===== config.mk =====
export PLATFORM = sky130hd
export DESIGN_NAME = xram_wait_ctrl
export DESIGN_NICKNAME = d
export VERILOG_FILES = /design/src/rtl/xram_pkg.sv /design/src/rtl/xram_rdata_hold.sv /design/src/rtl/xram_wait_ctrl.sv
export SDC_FILE = /design/constraint.sdc
export NUM_CORES = 1
export LEC_CHECK = 0
export ABC_AREA = 1
export BUFFER_PORTS_ARGS = -buffer_cell sky130_fd_sc_hd__buf_4
export CAP_MARGIN = 30
export CELL_PAD_IN_SITES_DETAIL_PLACEMENT = 0
export CELL_PAD_IN_SITES_GLOBAL_PLACEMENT = 1
export CORE_MARGIN = 10
export CORE_UTILIZATION = 25
export CTS_CLUSTER_DIAMETER = 30
export DETAILED_ROUTE_END_ITERATION = 6
export PLACE_DENSITY = 0.81
export SYNTH_ARGS = -nofsm -noshare
export SYNTH_HDL_FRONTEND = slang
export SYNTH_SLANG_ARGS = --single-unit
export TNS_END_PERCENT = 30

===== constraint.sdc =====
create_clock -name clk -period 2.1 [get_ports clk]
set_clock_uncertainty 0.15 [all_clocks]
set_input_delay 0 -clock clk [delete_from_list [all_inputs] [get_ports clk]]
set_output_delay 0 -clock clk [all_outputs]
set_load 0.1 [all_outputs]

===== src/rtl/xram_pkg.sv =====
// Shared types and constants for the Xram wait-state controller.
package xram_pkg;

  localparam int unsigned XRAM_WAIT_W     = 4;
  localparam int unsigned XRAM_DATA_WIDTH = 32;
  localparam int unsigned BYTE_OFF        = $clog2(XRAM_DATA_WIDTH / 8);

  typedef logic [XRAM_WAIT_W-1:0] wait_cnt_t;

  // Byte-offset bits within one RAM word for a given word width.
  function automatic int unsigned byte_off(input int unsigned data_width);
    return $clog2(data_width / 8);
  endfunction

endpackage


===== src/rtl/xram_rdata_hold.sv =====
// Read-data return path: presents SRAM data in the rvalid cycle and holds it until the next read.
module xram_rdata_hold
  import xram_pkg::*;
#(
  parameter int unsigned DATA_WIDTH = XRAM_DATA_WIDTH
) (
  input  logic                  clk,
  input  logic                  rst_n,
  input  logic                  rd_grant_i,
  input  logic                  rd_oor_i,
  input  logic [DATA_WIDTH-1:0] sram_rdata_i,
  output logic [DATA_WIDTH-1:0] rdata_o
);

  logic                  rd_pend_q;
  logic                  rd_oor_q;
  logic [DATA_WIDTH-1:0] hold_q;

  always_ff @(posedge clk or negedge rst_n) begin
    if (!rst_n) begin
      rd_pend_q <= 1'b0;
      rd_oor_q  <= 1'b0;
      hold_q    <= '0;
    end else begin
      rd_pend_q <= rd_grant_i;
      rd_oor_q  <= rd_oor_i;
      if (rd_pend_q) begin
        hold_q <= rdata_o;
      end
    end
  end

  // Out-of-range reads never touched the macro, so its output is stale and masked.
  always_comb begin
    rdata_o = hold_q;
    if (rd_pend_q) begin
      rdata_o = rd_oor_q ? '0 : sram_rdata_i;
    end
  end

endmodule


===== src/rtl/xram_wait_ctrl.sv =====
// Wait-state controller between the Xram request mux and a single-port synchronous SRAM macro.
module xram_wait_ctrl
  import xram_pkg::*;
#(
  parameter int unsigned ADDR_WIDTH     = 32,
  parameter int unsigned DATA_WIDTH     = XRAM_DATA_WIDTH,
  parameter int unsigned RAM_ADDR_WIDTH = 14,
  parameter int unsigned WAIT_W         = XRAM_WAIT_W,
  parameter int unsigned RD_WAIT_DEF    = 2,
  parameter int unsigned WR_WAIT_DEF    = 1
) (
  input  logic                      clk,
  input  logic                      rst_n,
  input  logic [WAIT_W-1:0]         cfg_rd_wait_i,
  input  logic [WAIT_W-1:0]         cfg_wr_wait_i,
  input  logic                      ram_en_i,
  input  logic [ADDR_WIDTH-1:0]     ram_addr_i,
  input  logic                      ram_we_i,
  input  logic [DATA_WIDTH/8-1:0]   ram_be_i,
  input  logic [DATA_WIDTH-1:0]     ram_wdata_i,
  output logic                      ram_rready_o,
  output logic                      ram_wready_o,
  output logic [DATA_WIDTH-1:0]     ram_rdata_o,
  output logic                      addr_err_o,
  output logic                      sram_cs_o,
  output logic                      sram_we_o,
  output logic [RAM_ADDR_WIDTH-1:0] sram_addr_o,
  output logic [DATA_WIDTH/8-1:0]   sram_be_o,
  output logic [DATA_WIDTH-1:0]     sram_wdata_o,
  input  logic [DATA_WIDTH-1:0]     sram_rdata_i
);

  localparam int unsigned BOFF = byte_off(DATA_WIDTH);
  localparam int unsigned TOP  = RAM_ADDR_WIDTH + BOFF;

  logic [WAIT_W-1:0] cnt_q, cnt_d;
  logic [WAIT_W-1:0] rd_wait_q, wr_wait_q;
  logic              grant;
  logic              in_range;
  logic              idle;

  assign ram_rready_o = (cnt_q >= rd_wait_q);
  assign ram_wready_o = (cnt_q >= wr_wait_q);
  assign grant        = ram_en_i & (ram_we_i ? ram_wready_o : ram_rready_o);
  assign in_range     = ((ram_addr_i >> TOP) == '0);
  assign idle         = (cnt_q == '0) & ~ram_en_i;

  // Counter is shared by both ports, so a port switch mid-wait keeps the accrued cycles.
  always_comb begin
    cnt_d = cnt_q;
    if (!ram_en_i || grant) begin
      cnt_d = '0;
    end else if (cnt_q != '1) begin
      cnt_d = cnt_q + 1'b1;
    end
  end

  always_ff @(posedge clk or negedge rst_n) begin
    if (!rst_n) begin
      cnt_q     <= '0;
      rd_wait_q <= WAIT_W'(RD_WAIT_DEF);
      wr_wait_q <= WAIT_W'(WR_WAIT_DEF);
    end else begin
      cnt_q <= cnt_d;
      // Config only moves while idle so an in-flight wait keeps its length.
      if (idle) begin
        rd_wait_q <= cfg_rd_wait_i;
        wr_wait_q <= cfg_wr_wait_i;
      end
    end
  end

  assign sram_cs_o    = grant & in_range;
  assign sram_we_o    = ram_we_i;
  assign sram_addr_o  = ram_addr_i[TOP-1:BOFF];
  assign sram_be_o    = ram_be_i;
  assign sram_wdata_o = ram_wdata_i;
  assign addr_err_o   = grant & ~in_range;

  xram_rdata_hold #(
    .DATA_WIDTH(DATA_WIDTH)
  ) u_rdata_hold (
    .clk         (clk),
    .rst_n       (rst_n),
    .rd_grant_i  (grant & ~ram_we_i),
    .rd_oor_i    (~in_range),
    .sram_rdata_i(sram_rdata_i),
    .rdata_o     (ram_rdata_o)
  );

endmodule


==> results of run 1 <==
cell families (layout without fill, tap and decap cells):
logic type                 after synthesis  count (layout)  synth area share
muxes                                    2               2           0.00816
buffers and inverters                  120             261             0.248
AOI/OAI and AO/OA                       76              76             0.138
other                                    0               1                 0
DFF                                     46              46             0.418
xor gates and xnor gates                 1               1           0.00318
and+or+nand+nor                         87              87             0.139
adders and majority gates               10              10            0.0454
cells in the final DEF, fill, tap and decap left out:
cell type                       synthesis  layout
sky130_fd_sc_hd__buf_4                 51      98
sky130_fd_sc_hd__dlygate4sd3_1          0      96
sky130_fd_sc_hd__inv_1                 55      54
sky130_fd_sc_hd__dfrtp_1               44      42
sky130_fd_sc_hd__o21ai_0               67      35
sky130_fd_sc_hd__nand3_1               35      34
sky130_fd_sc_hd__o21ai_1                1      32
sky130_fd_sc_hd__nor2_1                24      22
sky130_fd_sc_hd__nand2_1               24      20
sky130_fd_sc_hd__ha_1                  10       9
sky130_fd_sc_hd__a21oi_1                8       8
sky130_fd_sc_hd__clkbuf_8               0       6
sky130_fd_sc_hd__nand2_2                0       4
sky130_fd_sc_hd__buf_12                 0       4
sky130_fd_sc_hd__nand4_1                2       2
sky130_fd_sc_hd__nand3_2                1       2
sky130_fd_sc_hd__nor2_4                 0       2
sky130_fd_sc_hd__mux2_1                 2       2
sky130_fd_sc_hd__dfrtp_2                0       2
sky130_fd_sc_hd__dfstp_2                2       2
sky130_fd_sc_hd__diode_2                0       1
sky130_fd_sc_hd__o21ai_2                0       1
sky130_fd_sc_hd__inv_2                  0       1
sky130_fd_sc_hd__xor2_1                 1       1
sky130_fd_sc_hd__nor2_2                 1       1
sky130_fd_sc_hd__ha_4                   0       1
sky130_fd_sc_hd__clkinv_2               0       1
sky130_fd_sc_hd__clkbuf_1               5       1
per-layer routing:
layer  wire length [um]  GRT usage
met5                  0          0
met4                 94     0.0244
met3                610     0.0363
met2               4580      0.190
met1               3320      0.106
sequential cells by signal, summed over array words and instances (netlist names):
signal                  count
cnt_q                       4
rd_wait_q                   4
u_rdata_hold.hold_q        32
u_rdata_hold.rd_oor_q       1
u_rdata_hold.rd_pend_q      1
wr_wait_q                   4
per-stage QoR:
stage	setup slack, ns	total power, W	hold slack (ns)	setup TNS, ns
final	0.0389	0.00294	0.0733	0
after global routing	-0.0723	0.00311	0.165	-0.142
after CTS	0.00114	0.00296	0.109	0
after detailed placement	0.280	0.00185	-0.149	0
after global placement	0.288	0.00183	-0.149	0
after floorplan	-0.139	0.00206	-0.446	-2.19
where the power goes:
| group | switching, W | leakage (nW) | internal (W) |
|---|---|---|---|
| Clock | 0.000295 | 0.0482 | 0.000266 |
| Sequential | 0.0000378 | 0.606 | 0.000975 |
| Combinational | 0.000997 | 1.45 | 0.000371 |
layout make-up:
| class | count | share of cell area |
|---|---|---|
| Clock buffer | 7 | 0.0197 |
| Antenna cell | 1 | 0.000572 |
| Inverter | 55 | 0.0472 |
| Timing Repair Buffer | 198 | 0.406 |
| Tap cell | 140 | 0.0400 |
| Clock inverter | 1 | 0.00114 |
| Multi-Input combinational cell | 176 | 0.221 |
| Sequential cell | 46 | 0.264 |
final timing paths:
| check | slack, ns | start | cells after the start | to |
|---|---|---|---|---|
| max in group asynchronous | 1.30 | rst_n | 2 | cnt_q[1] |
| worst min register to register | 0.36 | rd_wait_q[0] | 1 | rd_wait_q[0] |
| worst max-delay path | 0.04 | rd_wait_q[1] | 9 | addr_err_o |
| min in group clk | 0.27 | ram_we_i | 3 | u_rdata_hold.rd_pend_q |
| worst max register to register | 0.45 | cnt_q[0] | 4 | rd_wait_q[0] |
| worst min-delay path | 0.07 | rst_n | 2 | rd_wait_q[0] |
worst max-delay path, delay by kind of cell (launching register included):
family / cells / cell delay, ns
AND/OR/NAND/NOR: 5 / 0.55
buffers and inverters: 3 / 0.26
flip-flops: 1 / 0.53
adder cells (fa/ha/maj): 1 / 0.26
repair_timing:
action                                 in CTS  in global routing
resized for setup                           7                  9
setup buffers                               0                  1
endpoints found under the hold margin     142                  0
pin swaps                                   1                  7
hold buffers                               96                  0
setup endpoints to repair                   2                  2
==> results.yml, run 1 <==
status:
  outcome: "complete, no violations"
power_and_ir_drop:
  power.static_leakage_nw: 2.10
  vdd_drop_max_mv: 0.415
  power-per-cell-area_nw_per_um2: 672
logic_synthesis:
  dominant_cell_by_count_in_the_synthesized_netlist: "sky130_fd_sc_hd__o21ai_0"
  netlist.top_cell.by_area: "sky130_fd_sc_hd__dfrtp_1"
  synthDominantCellAreaShare: 0.399
  synth_cell_types: 20
  synth.avg_cell_area_um2: 8.07
  synthTopCellsByCount: "sky130_fd_sc_hd__o21ai_0, sky130_fd_sc_hd__inv_1, sky130_fd_sc_hd__buf_4"
  synth_enable_flop_cells: 0
  ys_ff_latch: 46
  dominantRegCellSynth: "sky130_fd_sc_hd__dfrtp_1"
  synthesized_nets: 464
  postSynth.asyncResetShare: 1.00
  syn_area_um2: 2760
  synth_cells: 342
  ys_top_cells_by_area: "sky130_fd_sc_hd__dfrtp_1, sky130_fd_sc_hd__buf_4, sky130_fd_sc_hd__o21ai_0"
  yosysSeqAreaShare: 0.418
  synth.yosys.warnings: 0
cts:
  clock-root-buffer: "sky130_fd_sc_hd__clkbuf_8"
  cts_made_buffers: 5
  clock_path_buffers: 2
  htreeDepth: 2
  clk_latency_ns: 0.29
  cts_tree: "built"
  cts.sinks: 46
  worst_setup_hold_path_clk_slew_ns: 0.09
timing:
  achievable-frequency_ghz: 0.485
  final_setup_fails: 0
  rsz0062_at_grt: "yes"
  hold_viol_final: 0
  slew-limit-headroom: 0.317
  min_period_over_period: 0.981
  max_slew.worst_pin.slew_ns: 1.02
  number_of_max_slew_violations_in_the_final_report: 0
  timing.final.crit_period_ns: 2.06
grt:
  grt_pass1_wl_um: 13500
  number_of_global_route_vias_before_repair: 2777
  grt_max_degree: 53
  track_usage: 0.102
  antenna_found_initial: 1
  globalRoute.totalOverflow: 0
setup_path:
  worst_ep_required_time_ns: 1.95
  cp_common_cell: "sky130_fd_sc_hd__nand2_1"
  path_cells: "inv_2 -> ha_4 -> nand2_1 -> inv_1 -> nand2_1 -> nand4_1 -> nand3_2 -> nor2_4 -> buf_12"
  worst-endpoint-arrival_ns: 1.91
  worstSetupStartpointType: "flop"
  crit_path_top_delay_cell: "sky130_fd_sc_hd__dfstp_2"
  cp_max_fo: 3
  setup.worst_path.class: "flop to output port"
  crit_path_max_incr_delay_ns: 0.53
  worst_setup_path_end_kind: "output port"
floorplanning:
  fp.dieH_um: 125
  die_area_um2: 15600
  ioPinCount: 199
  design.core.area_um2: 10800
  num_rows: 38
  initial_utilization: 0.255
  die_w_um: 125
cells_and_area:
  filler_cell_count: 1066
  seqCellArea_um2: 1160
  share_of_layout_cells_above_drive_strength_1: 0.259
  final-instance-count-excl-fill: 624
  nets: 604
  area_of_the_multi_input_gates_um2: 967
  postLayoutCoreUtil: 0.404
  area_growth_pct: 58.6
  area_of_all_placed_cells_without_fillers_um2: 4380
drt:
  ant_nets: 0
  routed-via-count: 2643
  detail_route.wl_per_cell_um: 13.8
  via_per_inst: 4.24
  initialDrtViolationCount: 77
  drt_pass1_iterations: 4
  drt_drc_violations_left: 0
  drt_wl_total_um: 8610
placement:
  detailed_place_hpwl_um: 5200
  io_buffer_count: 96
  postPlaceCellArea_um2: 3250
  globalplace.congestion: 0.739
  dpl.cell_count: 518
flow_run:
  maxCapViolations: 0
worst_hold_path:
  worstHoldPathType: "input port to asynchronous set/reset pin"
Power figures use the tool's default switching activity.
==> run 2: changes to the inputs <==
--- a/config.mk
+++ b/config.mk
@@ -10,6 +10,7 @@
 export CAP_MARGIN = 30
 export CELL_PAD_IN_SITES_DETAIL_PLACEMENT = 0
 export CELL_PAD_IN_SITES_GLOBAL_PLACEMENT = 1
+export CORE_ASPECT_RATIO = 0.9
 export CORE_MARGIN = 10
 export CORE_UTILIZATION = 25
 export CTS_CLUSTER_DIAMETER = 30
==> run 2 against run 1 <==
  * Combinational power about the same
  * Power grew 11%
  * Non-clock buffer count decreased by 2
  * Wire length rose by 4.3%
  * First-iteration DRC count rose by 40%
  * Utilization grew 0.44 points
  * Register-to-register slack worse by 0.14 ns
==> results.yml, run 2 (synthesized netlist as in run 1, its figures left out) <==
setup_path:
  setup.worst_path.class: "flop to output port"
  r2r-start: "rd_wait_q[1]"
  critical_path.n_buffers_inverters: 3
  worst_ep_required_time_ns: 1.95
  timing.critical_path.max_delay_family: "simple AND/OR/NAND/NOR gates"
  worst_r2r_path_depth: 9
  worst-endpoint-arrival_ns: 1.93
  crit_path_max_incr_delay_ns: 0.51
  worst-r2r-setup-slack_ns: 0.31
  worstSetupStartpointType: "flop"
  crit_path_top_delay_cell: "sky130_fd_sc_hd__dfstp_2"
  endpoint: "sram_cs_o"
  crit_cells: 9
  critical_path_start: "rd_wait_q[1]"
  cp_max_fo: 3
  path_cells: "inv_1 -> ha_1 -> nand2_1 -> inv_1 -> nand2_1 -> nand4_1 -> nand3_2 -> nor2_4 -> buf_12"
  worst_setup_path_end_kind: "output port"
  reg2reg_to: "u_rdata_hold.rd_pend_q"
cts:
  clk_latency_ns: 0.28
  clock-root-buffer: "sky130_fd_sc_hd__clkbuf_16"
  htreeDepth: 2
  worst_setup_hold_path_clk_slew_ns: 0.07
  cts_made_buffers: 5
  cts.sinks: 46
  clock_path_buffers: 2
  cts_tree: "built"
placement:
  dpl.cell_count: 509
  post-place-ws_ns: 0.259
  detailed_place_hpwl_um: 5070
  globalplace.congestion: 0.762
  io_buffer_count: 96
timing:
  number_of_max_slew_violations_in_the_final_report: 0
  setup-tns-final_ns: 0
  final_setup_fails: 0
  slew-limit-headroom: 0.309
  min_period_over_period: 0.991
  achievable-frequency_ghz: 0.480
  worst_hold_slack_ns: 0.107
  setup_ws_ns: 0.0184
  max_slew.worst_pin.slew_ns: 1.03
  timing.final.crit_period_ns: 2.08
  rsz0062_at_grt: "yes"
  hold_viol_final: 0
worst_hold_path:
  worstHoldPathType: "input port to flop"
  hold_path.startpoint: "ram_addr_i[28]"
drt:
  ant_nets: 0
  routed-via-count: 2599
  via_per_inst: 4.23
  initialDrtViolationCount: 108
  drt_drc_violations_left: 0
  drt_pass1_iterations: 4
  detail_route.wl_per_cell_um: 14.6
  drt_wl_total_um: 8980
cells_and_area:
  layout.cells.most_common_list: "sky130_fd_sc_hd__buf_4, sky130_fd_sc_hd__dlygate4sd3_1, sky130_fd_sc_hd__inv_1, sky130_fd_sc_hd__dfrtp_1, sky130_fd_sc_hd__o21ai_0"
  share_of_layout_cells_above_drive_strength_1: 0.244
  nets: 602
  largest_register_ffs: 32
  largest-register: "u_rdata_hold.hold_q"
  final_common_cell: "sky130_fd_sc_hd__buf_4"
  filler_cell_count: 1072
  final-instance-count-excl-fill: 614
  area_growth_pct: 59.9
floorplanning:
  die_area_um2: 15600
  design.core.area_um2: 10800
  initial_utilization: 0.255
  die_w_um: 131
  fp.dieH_um: 120
  ioPinCount: 199
  num_rows: 36
grt:
  globalRoute.totalOverflow: 0
  grt_max_degree: 47
  number_of_global_route_vias_before_repair: 2735
  grt_pass1_wl_um: 13500
  track_usage: 0.106
  antenna_found_initial: 1
flow_run:
  maxCapViolations: 0
power_and_ir_drop:
  power.static_leakage_nw: 2.13
  vdd_drop_max_mv: 0.475
  power-per-cell-area_nw_per_um2: 739
status:
  outcome: "complete, no violations"
-- run 2: cell count changes in the layout (fill, tap and decap cells not counted), sizes merged --
| cell | before | now |
|---|---|---|
| dlymetal6s4s | 0 | 1 |
| bufinv | 0 | 1 |
| clkinv | 1 | 0 |
| buf | 102 | 100 |
| dlygate4sd3 | 96 | 95 |
| clkbuf | 7 | 6 |
-- run 2: where the power goes --
| group | switching, W | internal [W] |
|---|---|---|
| clock | 0.000316 | 0.000587 |
| sequential | 0.0000367 | 0.000975 |
| combinational | 0.000986 | 0.000356 |
-- run 2: repair_timing --
| action | 4_1_cts | 5_1_grt |
|---|---|---|
| setup buffers | 0 | 1 |
| pin swaps | 1 | 2 |
| hold buffers | 96 | 0 |
| resized for setup | 6 | 5 |
| setup endpoints to repair | 2 | 3 |
| hold endpoints to repair | 142 | 0 |
-- run 2: worst min path at each step --
stage                                        end  slack [ns]  cells after the start
after floorplan                         cnt_q[0]       -0.45                      0
after global placement           sram_addr_o[10]       -0.15                      0
after detailed placement         sram_addr_o[10]       -0.15                      0
after CTS                 u_rdata_hold.hold_q[0]        0.15                      2
after global routing       u_rdata_hold.rd_oor_q        0.13                      6
final                      u_rdata_hold.rd_oor_q        0.11                      6
-- run 2: layout make-up --
| cell class | count | area [um2] | area share |
|---|---|---|---|
| repair buffers | 196 | 1760 | 0.400 |
| diodes | 1 | 2.50 | 0.000567 |
| flip-flops and latches | 46 | 1150 | 0.262 |
| well taps | 133 | 166 | 0.0377 |
| clock buffers | 6 | 139 | 0.0315 |
| multi-input cells | 176 | 947 | 0.215 |
| clock inverters | 1 | 30.0 | 0.00681 |
| inverters | 55 | 206 | 0.0468 |
-- run 2: worst min-delay path, cell delays in order --
cell and delay (ns):
sky130_fd_sc_hd__buf_4 0.08, sky130_fd_sc_hd__nor2_1 0.03, sky130_fd_sc_hd__nand2_1 0.05, sky130_fd_sc_hd__nor2_1 0.04, sky130_fd_sc_hd__nand2_2 0.10, sky130_fd_sc_hd__dlymetal6s4s_1 0.20
-- run 2: metal layers --
metal / global-route usage / vias to the layer above / share of wire
met5: 0 / - / 0
met4: 0.0250 / 0 / 0.014
met3: 0.0379 / 10 / 0.080
met2: 0.198 / 91 / 0.54
met1: 0.109 / 1182 / 0.37
li1: - / 1316 / -
-- run 2: stage by stage --
step	power [W]	util	instance area, um2
CTS	0.00330	0.405	4380
floorplan	0.00206	-	2770
global placement	0.00182	0.298	3230
detailed placement	0.00184	0.298	3230
global route	0.00343	0.408	4410
finish	0.00326	0.408	4410
==> run 3: changes to the inputs <==
--- a/config.mk
+++ b/config.mk
@@ -16,6 +16,7 @@
 export CTS_CLUSTER_DIAMETER = 30
 export DETAILED_ROUTE_END_ITERATION = 6
 export PLACE_DENSITY = 0.81
+export SETUP_SLACK_MARGIN = 0.05
 export SYNTH_ARGS = -nofsm -noshare
 export SYNTH_HDL_FRONTEND = slang
 export SYNTH_SLANG_ARGS = --single-unit
==> run 3 against run 2 <==
  * The flow now stops in 4_1_cts
  * Synthesized cell count unchanged
  * Synthesized area stayed put
==> results.yml, run 3 <==
status:
  outcome: "did not finish"
  stage_where_the_flow_stopped: "4_1_cts"
  error_message: "[ERROR RSZ-0060] Max buffer count reached."
floorplanning:
  fp.dieH_um: 120
  num_rows: 36
  ioPinCount: 199
  initial_utilization: 0.255
  die_w_um: 131
cts:
  clock_path_buffers: 2
  clock-root-buffer: "sky130_fd_sc_hd__clkbuf_16"
  htreeDepth: 2
  postCtsSetupRepairBufs: 1
  cts.sinks: 46
  ctsHoldBuffers: 104
  postCtsResizedCells: 11
  cts_made_buffers: 5
logic_synthesis:
  synth_enable_flop_cells: 0
  syn_area_um2: 2760
  synth_cells: 342
  synthDominantCellAreaShare: 0.399
  netlist.top_cell.by_area: "sky130_fd_sc_hd__dfrtp_1"
  postSynth.asyncResetShare: 1.00
  synthTopCellsByCount: "sky130_fd_sc_hd__o21ai_0, sky130_fd_sc_hd__inv_1, sky130_fd_sc_hd__buf_4"
  dominantRegCellSynth: "sky130_fd_sc_hd__dfrtp_1"
  synth.avg_cell_area_um2: 8.07
  synthesized_nets: 464
  dominant_cell_by_count_in_the_synthesized_netlist: "sky130_fd_sc_hd__o21ai_0"
  synth.yosys.warnings: 0
  yosysSeqAreaShare: 0.418
  synth_cell_types: 20
  ys_ff_latch: 46
  ys_top_cells_by_area: "sky130_fd_sc_hd__dfrtp_1, sky130_fd_sc_hd__buf_4, sky130_fd_sc_hd__o21ai_0"
placement:
  detailed_place_hpwl_um: 5070
  postPlaceCellArea_um2: 3230
  io_buffer_count: 96
  globalplace.congestion: 0.762
==> run 3: logic make-up after synthesis <==
| group | after synthesis | share of synthesized area |
|---|---|---|
| DFF | 46 | 0.418 |
| AOI/OAI and AO/OA | 76 | 0.138 |
| muxes | 2 | 0.00816 |
| xor gates and xnor gates | 1 | 0.00318 |
| adders and majority gates | 10 | 0.0454 |
| buffers and inverters | 120 | 0.248 |
| and+or+nand+nor | 87 | 0.139 |
==> run 3: metrics by stage <==
step | worst slack, ns | TNS, ns | util | instances | hold slack, ns
2_1_floorplan | -0.139 | -2.19 | - | 342 | -0.446
3_3_place_gp | 0.288 | 0 | 0.298 | 509 | -0.149
3_5_place_dp | 0.259 | 0 | 0.298 | 509 | -0.149
==> run 4: changes to the inputs <==
--- a/config.mk
+++ b/config.mk
@@ -8,15 +8,10 @@
 export ABC_AREA = 1
 export BUFFER_PORTS_ARGS = -buffer_cell sky130_fd_sc_hd__buf_4
 export CAP_MARGIN = 30
-export CELL_PAD_IN_SITES_DETAIL_PLACEMENT = 0
-export CELL_PAD_IN_SITES_GLOBAL_PLACEMENT = 1
-export CORE_ASPECT_RATIO = 0.9
 export CORE_MARGIN = 10
-export CORE_UTILIZATION = 25
-export CTS_CLUSTER_DIAMETER = 30
+export CORE_UTILIZATION = 20
 export DETAILED_ROUTE_END_ITERATION = 6
-export PLACE_DENSITY = 0.81
-export SETUP_SLACK_MARGIN = 0.05
+export PLACE_DENSITY_LB_ADDON = 0.15
 export SYNTH_ARGS = -nofsm -noshare
 export SYNTH_HDL_FRONTEND = slang
 export SYNTH_SLANG_ARGS = --single-unit
==> run 4 against run 3 <==
  * The run now ends clean
==> results.yml, run 4 (synthesized netlist as in run 1, its figures left out) <==
floorplanning:
  design.core.area_um2: 13400
  fp.dieH_um: 137
  num_rows: 42
  initial_utilization: 0.206
  die_area_um2: 18900
  die_w_um: 137
  ioPinCount: 199
cts:
  clk_latency_ns: 0.29
  cts.sinks: 46
  htreeDepth: 2
  worst_setup_hold_path_clk_slew_ns: 0.06
  cts_made_buffers: 5
  cts_tree: "built"
  clock-root-buffer: "sky130_fd_sc_hd__clkbuf_16"
  clock_path_buffers: 2
drt:
  drt_pass1_iterations: 4
  routed_length_on_met3_um: 856
  initialDrtViolationCount: 103
  routed-via-count: 2557
  drt_wl_total_um: 8850
  drt_drc_violations_left: 0
  ant_nets: 0
  via_per_inst: 3.90
  met2_wirelength_um: 4350
  top_layer_used: "met4"
  detail_route.wl_per_cell_um: 13.5
  detail_route.wirelength.met1_um: 3570
placement:
  detailed_place_hpwl_um: 5170
  io_buffer_count: 96
  globalplace.congestion: 0.691
  postPlaceCellArea_um2: 3260
  dpl.cell_count: 551
setup_path:
  cp_max_fo: 3
  r2r-start: "cnt_q[0]"
  worstSetupStartpointType: "flop"
  critical_path_start: "rd_wait_q[1]"
  worst_setup_path_end_kind: "output port"
  setup.worst_path.class: "flop to output port"
  worst_ep_required_time_ns: 1.95
  worst-endpoint-arrival_ns: 1.89
cells_and_area:
  share_of_layout_cells_above_drive_strength_1: 0.253
  final-instance-count-excl-fill: 655
  postLayoutCoreUtil: 0.333
  filler_cell_count: 1374
  area_growth_pct: 61.6
  largest_register_ffs: 32
  largest-register: "u_rdata_hold.hold_q"
  area_of_all_placed_cells_without_fillers_um2: 4460
  layout.cells.most_common_list: "sky130_fd_sc_hd__buf_4, sky130_fd_sc_hd__dlygate4sd3_1, sky130_fd_sc_hd__inv_1, sky130_fd_sc_hd__dfrtp_1, sky130_fd_sc_hd__o21ai_0"
  final_common_cell: "sky130_fd_sc_hd__buf_4"
  antenna_cells: 0
  nets: 601
power_and_ir_drop:
  power-per-cell-area_nw_per_um2: 736
  vdd_drop_max_mv: 0.320
  power.switching_fraction: 0.414
  power.static_leakage_nw: 2.12
  post-layout-total-power_w: 0.00328
  power.sequential.fraction: 0.307
  p_comb_frac: 0.413
  internal_power_w: 0.00192
  clock_network_fraction_of_design_power: 0.280
  power_switching_w: 0.00136
grt:
  track_usage: 0.0876
  globalRoute.totalOverflow: 0
  number_of_global_route_vias_before_repair: 2688
  grt_max_degree: 97
  antenna_found_initial: 0
  grt_pass1_wl_um: 13500
status:
  outcome: "complete, no violations"
timing:
  timing.final.crit_period_ns: 2.04
  max_slew.worst_pin.slew_ns: 1.00
  setup-tns-final_ns: 0
  min_period_over_period: 0.970
  achievable-frequency_ghz: 0.491
  slew-limit-headroom: 0.330
  rsz0062_at_grt: "yes"
  final_setup_fails: 0
  hold_viol_final: 0
  number_of_max_slew_violations_in_the_final_report: 0
worst_hold_path:
  hold_path.startpoint: "ram_addr_i[24]"
  worstHoldPathType: "input port to flop"
flow_run:
  maxCapViolations: 0
==> run 4: final cells by class <==
cell class                 instances  area, um2  area share
timing repair buffer             195       1740       0.391
sequential                        46       1160       0.260
multi-input combinational        176        962       0.216
tap                              176        220      0.0494
inverter                          55        206      0.0463
clock buffer                       6        139      0.0311
clock inverter                     1       30.0     0.00673
==> run 4: layer usage <==
layer | vias up | GRT usage
met5 | - | 0
met4 | 0 | 0.0193
met3 | 7 | 0.0350
met2 | 97 | 0.147
met1 | 1141 | 0.103
li1 | 1312 | -
==> run 4: per-stage QoR <==
stage               setup WS [ns]  hold slack, ns
detailed placement          0.298          -0.149
floorplan                  -0.139          -0.446
global route              -0.0335           0.119
global placement            0.307          -0.149
CTS                        0.0202           0.161
finish                     0.0631          0.0891
==> run 4: worst max-delay path, stage by stage, from the launching register on <==
cell	delay (ns)
sky130_fd_sc_hd__dfstp_2	0.52
sky130_fd_sc_hd__inv_2	0.04
sky130_fd_sc_hd__ha_4	0.26
sky130_fd_sc_hd__nand2_1	0.05
sky130_fd_sc_hd__nand2_1	0.05
sky130_fd_sc_hd__nand2_1	0.06
sky130_fd_sc_hd__nand4_1	0.10
sky130_fd_sc_hd__nand3_2	0.16
sky130_fd_sc_hd__nor2_4	0.16
sky130_fd_sc_hd__buf_12	0.18
==> run 4: path summary, 6_finish.rpt <==
kind / end / slack, ns / cells past startpoint
setup / recovery: addr_err_o / 0.06 / 9
hold / removal: u_rdata_hold.rd_oor_q / 0.09 / 6
setup reg to reg: cnt_q[3] / 0.33 / 10
hold reg to reg: rd_wait_q[1] / 0.34 / 2
max in group asynchronous: cnt_q[1] / 1.22 / 2
min in group asynchronous: u_rdata_hold.hold_q[28] / 0.12 / 2
==> run 4: what timing repair did <==
item	CTS	global route
pin swaps	0	3
setup endpoints to repair	2	3
gates resized for setup	2	14
setup buffers	0	1
hold endpoints to repair	140	0
hold buffers	96	0
==> run 4: power groups by stage <==
| stage | Clock, W | Combinational [W] | Sequential, W |
|---|---|---|---|
| floorplan | 0 | 0.00104 | 0.00101 |
| CTS | 0.000969 | 0.00135 | 0.00100 |
| global route | 0.00101 | 0.00144 | 0.00101 |
| finish | 0.000919 | 0.00135 | 0.00101 |
| global placement | 0 | 0.000815 | 0.00102 |
| detailed placement | 0 | 0.000820 | 0.00102 |
